--- src/rtl/bist_pkg.sv ---
// Shared types and constants for the BIST pattern controller.
package bist_pkg;

  typedef enum logic [1:0] {
    ST_IDLE    = 2'd0,
    ST_APPLY   = 2'd1,
    ST_CAPTURE = 2'd2,
    ST_DONE    = 2'd3
  } bist_state_e;

  // x^16+x^14+x^13+x^11+1 expressed as a mask over bits 15,13,12,10
  localparam logic [15:0] LFSR_TAPS    = 16'hB400;
  localparam logic [15:0] DEFAULT_SEED = 16'h0001;

endpackage

--- src/rtl/bist_pattern_ctrl_if.sv ---
// Request/response bundle between a BIST requester/target and the pattern controller.
interface bist_pattern_ctrl_if #(
  parameter int unsigned PI_W  = 3,
  parameter int unsigned PO_W  = 2,
  parameter int unsigned CNT_W = 16
);

  logic             start;
  logic             abort;
  logic [15:0]      seed;
  logic [CNT_W-1:0] n_patterns;
  logic [PO_W-1:0]  po_in;
  logic [PI_W-1:0]  pi_out;
  logic             busy;
  logic             done;
  logic [15:0]      signature;

  modport master (
    output start, abort, seed, n_patterns, po_in,
    input  pi_out, busy, done, signature
  );

  modport slave (
    input  start, abort, seed, n_patterns, po_in,
    output pi_out, busy, done, signature
  );

endinterface

--- src/rtl/lfsr16_step.sv ---
// One Fibonacci shift of a 16-bit register; feedback is the parity of the tapped bits.
module lfsr16_step (
  input  logic [15:0] state_i,
  input  logic [15:0] taps_i,
  output logic [15:0] next_c_o
);

  assign next_c_o = {state_i[14:0], ^(state_i & taps_i)};

endmodule

--- src/rtl/bist_pattern_ctrl.sv ---
// BIST controller: LFSR patterns onto the target inputs, responses folded into a signature.
// Define BIST_MISR_EN for MISR compaction; otherwise signature holds the last captured po_in.
module bist_pattern_ctrl
  import bist_pkg::*;
#(
  parameter int unsigned PI_W   = 3,
  parameter int unsigned PO_W   = 2,
  parameter int unsigned CNT_W  = 16,
  parameter int unsigned SETTLE = 1
) (
  input  logic                sys_clk,
  input  logic                sys_rst,
  bist_pattern_ctrl_if.slave  bus
);

  localparam int unsigned SET_W = $clog2(SETTLE + 1);

  bist_state_e      state_q;
  logic [15:0]      lfsr_q;
  logic [15:0]      lfsr_d;
  logic [15:0]      sig_q;
  logic [15:0]      sig_d;
  logic [CNT_W-1:0] cnt_q;
  logic [SET_W-1:0] settle_q;
  logic [PI_W-1:0]  pi_out_q;
  logic             busy_q;
  logic             done_q;
  logic [15:0]      seed_eff;

  // An all-zero seed would lock the LFSR, so it is replaced by the default.
  assign seed_eff = (bus.seed == 16'h0000) ? DEFAULT_SEED : bus.seed;

  lfsr16_step u_lfsr_step (
    .state_i  (lfsr_q),
    .taps_i   (LFSR_TAPS),
    .next_c_o (lfsr_d)
  );

`ifdef BIST_MISR_EN
  logic [15:0] misr_shift;

  lfsr16_step u_misr_step (
    .state_i  (sig_q),
    .taps_i   (LFSR_TAPS),
    .next_c_o (misr_shift)
  );

  assign sig_d = misr_shift ^ 16'(bus.po_in);
`else
  assign sig_d = 16'(bus.po_in);
`endif

  // Run sequencing; done is registered from the DONE state so it trails it by a cycle.
  always_ff @(posedge sys_clk) begin
    if (sys_rst) begin
      state_q  <= ST_IDLE;
      lfsr_q   <= DEFAULT_SEED;
      sig_q    <= '0;
      cnt_q    <= '0;
      settle_q <= '0;
      pi_out_q <= '0;
      busy_q   <= 1'b0;
      done_q   <= 1'b0;
    end else begin
      done_q <= 1'b0;
      if ((state_q != ST_IDLE) && bus.abort) begin
        state_q  <= ST_IDLE;
        settle_q <= '0;
        pi_out_q <= '0;
        busy_q   <= 1'b0;
      end else begin
        case (state_q)
          ST_IDLE: begin
            if (bus.start) begin
              lfsr_q   <= seed_eff;
              sig_q    <= '0;
              cnt_q    <= bus.n_patterns;
              settle_q <= '0;
              if (bus.n_patterns == '0) begin
                state_q <= ST_DONE;
              end else begin
                state_q  <= ST_APPLY;
                busy_q   <= 1'b1;
                pi_out_q <= seed_eff[PI_W-1:0];
              end
            end
          end
          ST_APPLY: begin
            settle_q <= settle_q + SET_W'(1);
            if (settle_q == SET_W'(SETTLE - 1)) begin
              state_q <= ST_CAPTURE;
            end
          end
          ST_CAPTURE: begin
            sig_q    <= sig_d;
            lfsr_q   <= lfsr_d;
            cnt_q    <= cnt_q - CNT_W'(1);
            settle_q <= '0;
            if (cnt_q == CNT_W'(1)) begin
              state_q  <= ST_DONE;
              busy_q   <= 1'b0;
              pi_out_q <= '0;
            end else begin
              state_q  <= ST_APPLY;
              pi_out_q <= lfsr_d[PI_W-1:0];
            end
          end
          ST_DONE: begin
            done_q  <= 1'b1;
            state_q <= ST_IDLE;
          end
          default: begin
            state_q <= ST_IDLE;
          end
        endcase
      end
    end
  end

  assign bus.pi_out    = pi_out_q;
  assign bus.busy      = busy_q;
  assign bus.done      = done_q;
  assign bus.signature = sig_q;

endmodule

--- src/flat_wrapper.sv ---
// flat-port wrapper written by rule: the top's interface ports become plain ports
module bist_pattern_ctrl_flat import bist_pkg::*;
#(
  parameter int unsigned PI_W   = 3,
  parameter int unsigned PO_W   = 2,
  parameter int unsigned CNT_W  = 16,
  parameter int unsigned SETTLE = 1
)
  (sys_clk, sys_rst, bus_start, bus_abort, bus_seed, bus_n_patterns, bus_po_in, bus_pi_out, bus_busy, bus_done, bus_signature);
  bist_pattern_ctrl_if #(.PI_W(PI_W), .PO_W(PO_W), .CNT_W(CNT_W)) bus_i ();
  input  logic sys_clk;
  input  logic sys_rst;
  input wire logic [$bits(bus_i.start)-1:0] bus_start;
  input wire logic [$bits(bus_i.abort)-1:0] bus_abort;
  input wire logic [$bits(bus_i.seed)-1:0] bus_seed;
  input wire logic [$bits(bus_i.n_patterns)-1:0] bus_n_patterns;
  input wire logic [$bits(bus_i.po_in)-1:0] bus_po_in;
  output wire logic [$bits(bus_i.pi_out)-1:0] bus_pi_out;
  output wire logic [$bits(bus_i.busy)-1:0] bus_busy;
  output wire logic [$bits(bus_i.done)-1:0] bus_done;
  output wire logic [$bits(bus_i.signature)-1:0] bus_signature;
  assign bus_i.start = bus_start;
  assign bus_i.abort = bus_abort;
  assign bus_i.seed = bus_seed;
  assign bus_i.n_patterns = bus_n_patterns;
  assign bus_i.po_in = bus_po_in;
  assign bus_pi_out = bus_i.pi_out;
  assign bus_busy = bus_i.busy;
  assign bus_done = bus_i.done;
  assign bus_signature = bus_i.signature;
  bist_pattern_ctrl #(.PI_W(PI_W), .PO_W(PO_W), .CNT_W(CNT_W), .SETTLE(SETTLE)) u_core (.sys_clk(sys_clk), .sys_rst(sys_rst), .bus(bus_i));
endmodule
--- config.mk ---
export PLATFORM = sky130hd
export DESIGN_NAME = bist_pattern_ctrl_flat
export DESIGN_NICKNAME = d
export VERILOG_FILES = /design/src/rtl/bist_pkg.sv /design/src/rtl/bist_pattern_ctrl_if.sv /design/src/rtl/lfsr16_step.sv /design/src/rtl/bist_pattern_ctrl.sv /design/src/flat_wrapper.sv
export SDC_FILE = /design/constraint.sdc
export NUM_CORES = 1
export LEC_CHECK = 0
export CORE_MARGIN = 2
export CORE_UTILIZATION = 49
export DETAILED_ROUTE_END_ITERATION = 10
export GPL_TIMING_DRIVEN = 0
export PLACE_DENSITY = 0.8
export SETUP_SLACK_MARGIN = 0.05
export SLEW_MARGIN = 20
export SYNTH_ARGS = -nofsm -noshare
export SYNTH_HDL_FRONTEND = slang
export SYNTH_SLANG_ARGS = --single-unit
--- constraint.sdc ---
create_clock -name sys_clk -period 3.11 [get_ports sys_clk]
set_clock_uncertainty 0.1 [all_clocks]
set_input_delay 0.622 -clock sys_clk [delete_from_list [all_inputs] [get_ports sys_clk]]
set_output_delay 0.622 -clock sys_clk [all_outputs]
set_load 0.02 [all_outputs]
==> impl_metrics.csv <==
group,metric,value,unit
synthesis,synth_top_area_share,35.4,%
route,drc,0,
timing,hold_viol,0,
grt,grt_max_degree,13,
timing,rsz0062_at_grt,"false",
cts,cts-htree-levels,2,
place,post-place-cells,428,
worst_setup_path,setup.worst_path.class,"input pin to flop",
layout,register_area,841,sq um
power,report.power.total,1.33,mW
die,core_area,4690,sq um
layout,finalNonFillerCells,435,
route,vias,2516,
route,ant_nets,0,
timing,whs,0.361,ns
synthesis,synth.distinct_cells,49,
layout,fill_cells,435,
timing,maxSlewHeadroom,53.7,%
die,fp.dieW,73.6,um
timing,fin_ws,0.406,ns
cts,cts_resized,0,
timing,tightest_slew,0.693,ns
synthesis,async_reset_ff_share,0,%
synthesis,ys_seq_area_share,35.4,%
worst_setup_path,critical_path.startpoint_type,"input pin",
layout,drive_gt1_share,8.40,%
timing,fin_crit,2.70,ns
die,die_h,73.6,um
cts,numCtsBuffers,5,
layout,areaGrowthSynthToFinish,26.3,%
status,outcome,"completed",
synthesis,synthCells,318,
route,wirelength_met1,2870,um
timing,fin_crit_sh,86.9,%
synthesis,synth_edf_count,0,
cts,clk_latency,0.31,ns
cts,cts_tree,"yes",
die,design.die.area,5420,sq um
timing,finalSetupViolations,0,
power,power.leakage,1.15,nW
route,drt_iter0_drc,165,
synthesis,synth_area_per_cell,7.47,sq um
grt,overflow,0,
cts,cts_hold_buf,0,
synthesis,yosys-top-cells-area,"dfxtp_1 35%, nand2_1 7.6%, a311oi_1 5.5%, a21oi_1 5.5%, nor2_1 5.4%",
worst_setup_path,crit_path_max_fanout,10,
route,met2_length,3080,um
layout,antenna_cells,0,
timing,tns,0,ns
route,vias_per_cell,5.78,
place,pre_cts_ws,0.126,ns
cts,root_buffer,"clkbuf_8",
grt,gr-usage-all-layers,24.9,%
place,globalplace.congestion,0.895,
run,cap_violations,0,
cts,clkSinkCount,42,
worst_setup_path,crit_arrival,2.84,ns
timing,fmax,370,MHz
power,powerDensity,444,nW/um^2
timing,report.final.slew_viol_count,0,
worst_hold_path,hp-class,"flop to flop",
cts,post_cts_buffers,0,
synthesis,yosysWarningCount,0,
route,routed_wirelength,6440,um
route,firstDrtPassIters,5,
die,ioPinCount,59,
route,wire_per_inst,14.8,um
cts,clock_path_buffers,2,
layout,nets,421,
synthesis,ys_seq_elements,42,
synthesis,synth_area_leader_cell,"dfxtp_1",
grt,antenna_found_initial,0,
cts,clkTransAtPathRegs,0.08,ns
place,dpl_cell_area,2920,sq um
place,dp_hpwl,4720,um
worst_setup_path,worst_setup_path_end_kind,"flop",
synthesis,synthFlopType,"dfxtp_1",
synthesis,synth_area,2370,sq um
worst_setup_path,worstPathRequired,3.24,ns
worst_setup_path,r2r_setup_slack,0.65,ns
grt,grt_pass1_wl,10400,um
grt,grt_pass1_vias,2240,
layout,final_util,63.9,%
route,highest_layer,"met4",
die,placementRows,25,
die,start_util,50.6,%
layout,fin_area,3000,sq um
power,ir_drop,0.311,mV
place,port_buffers,43,
layout,multi_input_area,1360,sq um
route,wl_met3,412,um
[layout make-up]
type,count,area share [%]
clock buffer,5,2.29
tap,54,2.25
sequential,42,28.0
clock inverter,2,0.334
inverter,5,0.626
multi-input combinational,248,45.2
timing repair buffer,43,14.3
buffer,36,6.88
[registers in the layout, indices dropped and copies added (netlist names)]
signal / count
u_core.bus.busy: 1
u_core.bus.done: 1
u_core.bus.pi_out: 3
u_core.bus.signature: 2
u_core.cnt_q: 16
u_core.lfsr_q: 16
u_core.settle_q: 1
u_core.state_q: 2
[report_power, final]
part / switching [mW] / internal (mW)
sequential: 0.0379 / 0.585
combinational: 0.199 / 0.159
clock: 0.198 / 0.151
total: 0.435 / 0.895
[critical path, stage by stage]
cell	delay [ns]
clkdlybuf4s50_1	0.58
o21bai_1	0.15
a21oi_1	0.32
clkbuf_1	0.42
clkbuf_1	0.42
o21ai_0	0.17
a21oi_1	0.15
[metal layers]
metal / global-route usage [%] / vias up
met2: 40.2 / 94
met3: 4.53 / 7
li1: - / 1244
met5: 0 / -
met4: 7.68 / 0
met1: 33.6 / 1171
[kinds of logic (layout without fill, tap and decap cells)]
kind of cell,after synthesis,count (layout),share of synthesized area (%)
and+or+nand+nor,139,139,28.0
AOI/OAI and AO/OA,88,88,24.0
DFF,42,42,35.4
buffers and inverters,41,91,9.48
xor gates and xnor gates,4,4,1.48
adders and majority gates,2,2,1.05
other,1,14,0.158
muxes,1,1,0.422
[worst paths after layout]
kind | startpoint | to | cells after the start
hold / removal | u_core.bus.signature[0] | u_core.bus.signature[0] | 2
setup reg to reg | u_core.cnt_q[8] | u_core.bus.pi_out[2] | 6
setup / recovery | bus_start | u_core.cnt_q[2] | 7
hold reg to reg | u_core.bus.signature[0] | u_core.bus.signature[0] | 2
[synth_stat cells (3+ instances only)]
library cell and instances:
or4_1 3, xnor2_1 3, o21ai_0 17, buf_4 14, o22ai_1 3, nand3_1 8, nor4_1 11, inv_1 5
a21oi_1 26, nor3_1 10, nor2_1 34, a311oi_1 15, o31ai_1 3, clkbuf_1 17, nand2b_1 7, dfxtp_1 42
a211oi_1 6, nor2b_1 3, a31oi_1 5, nand2_1 48
[cell usage in the layout (no fill, tap or decap), types with 5 or more instances in the layout]
cell             instances
nand2b_1                 7
dfxtp_1                 42
nor2_1                  34
o21ai_0                 17
nor3_1                  10
clkbuf_8                 5
a311oi_1                15
nand3_1                  8
a31oi_1                  5
a21oi_1                 26
inv_1                    5
clkdlybuf4s50_1         43
a211oi_1                 6
buf_4                   14
nor4_1                  11
clkbuf_1                17
nand2_1                 48
conb_1                  14
Power figures use the tool's default switching activity.
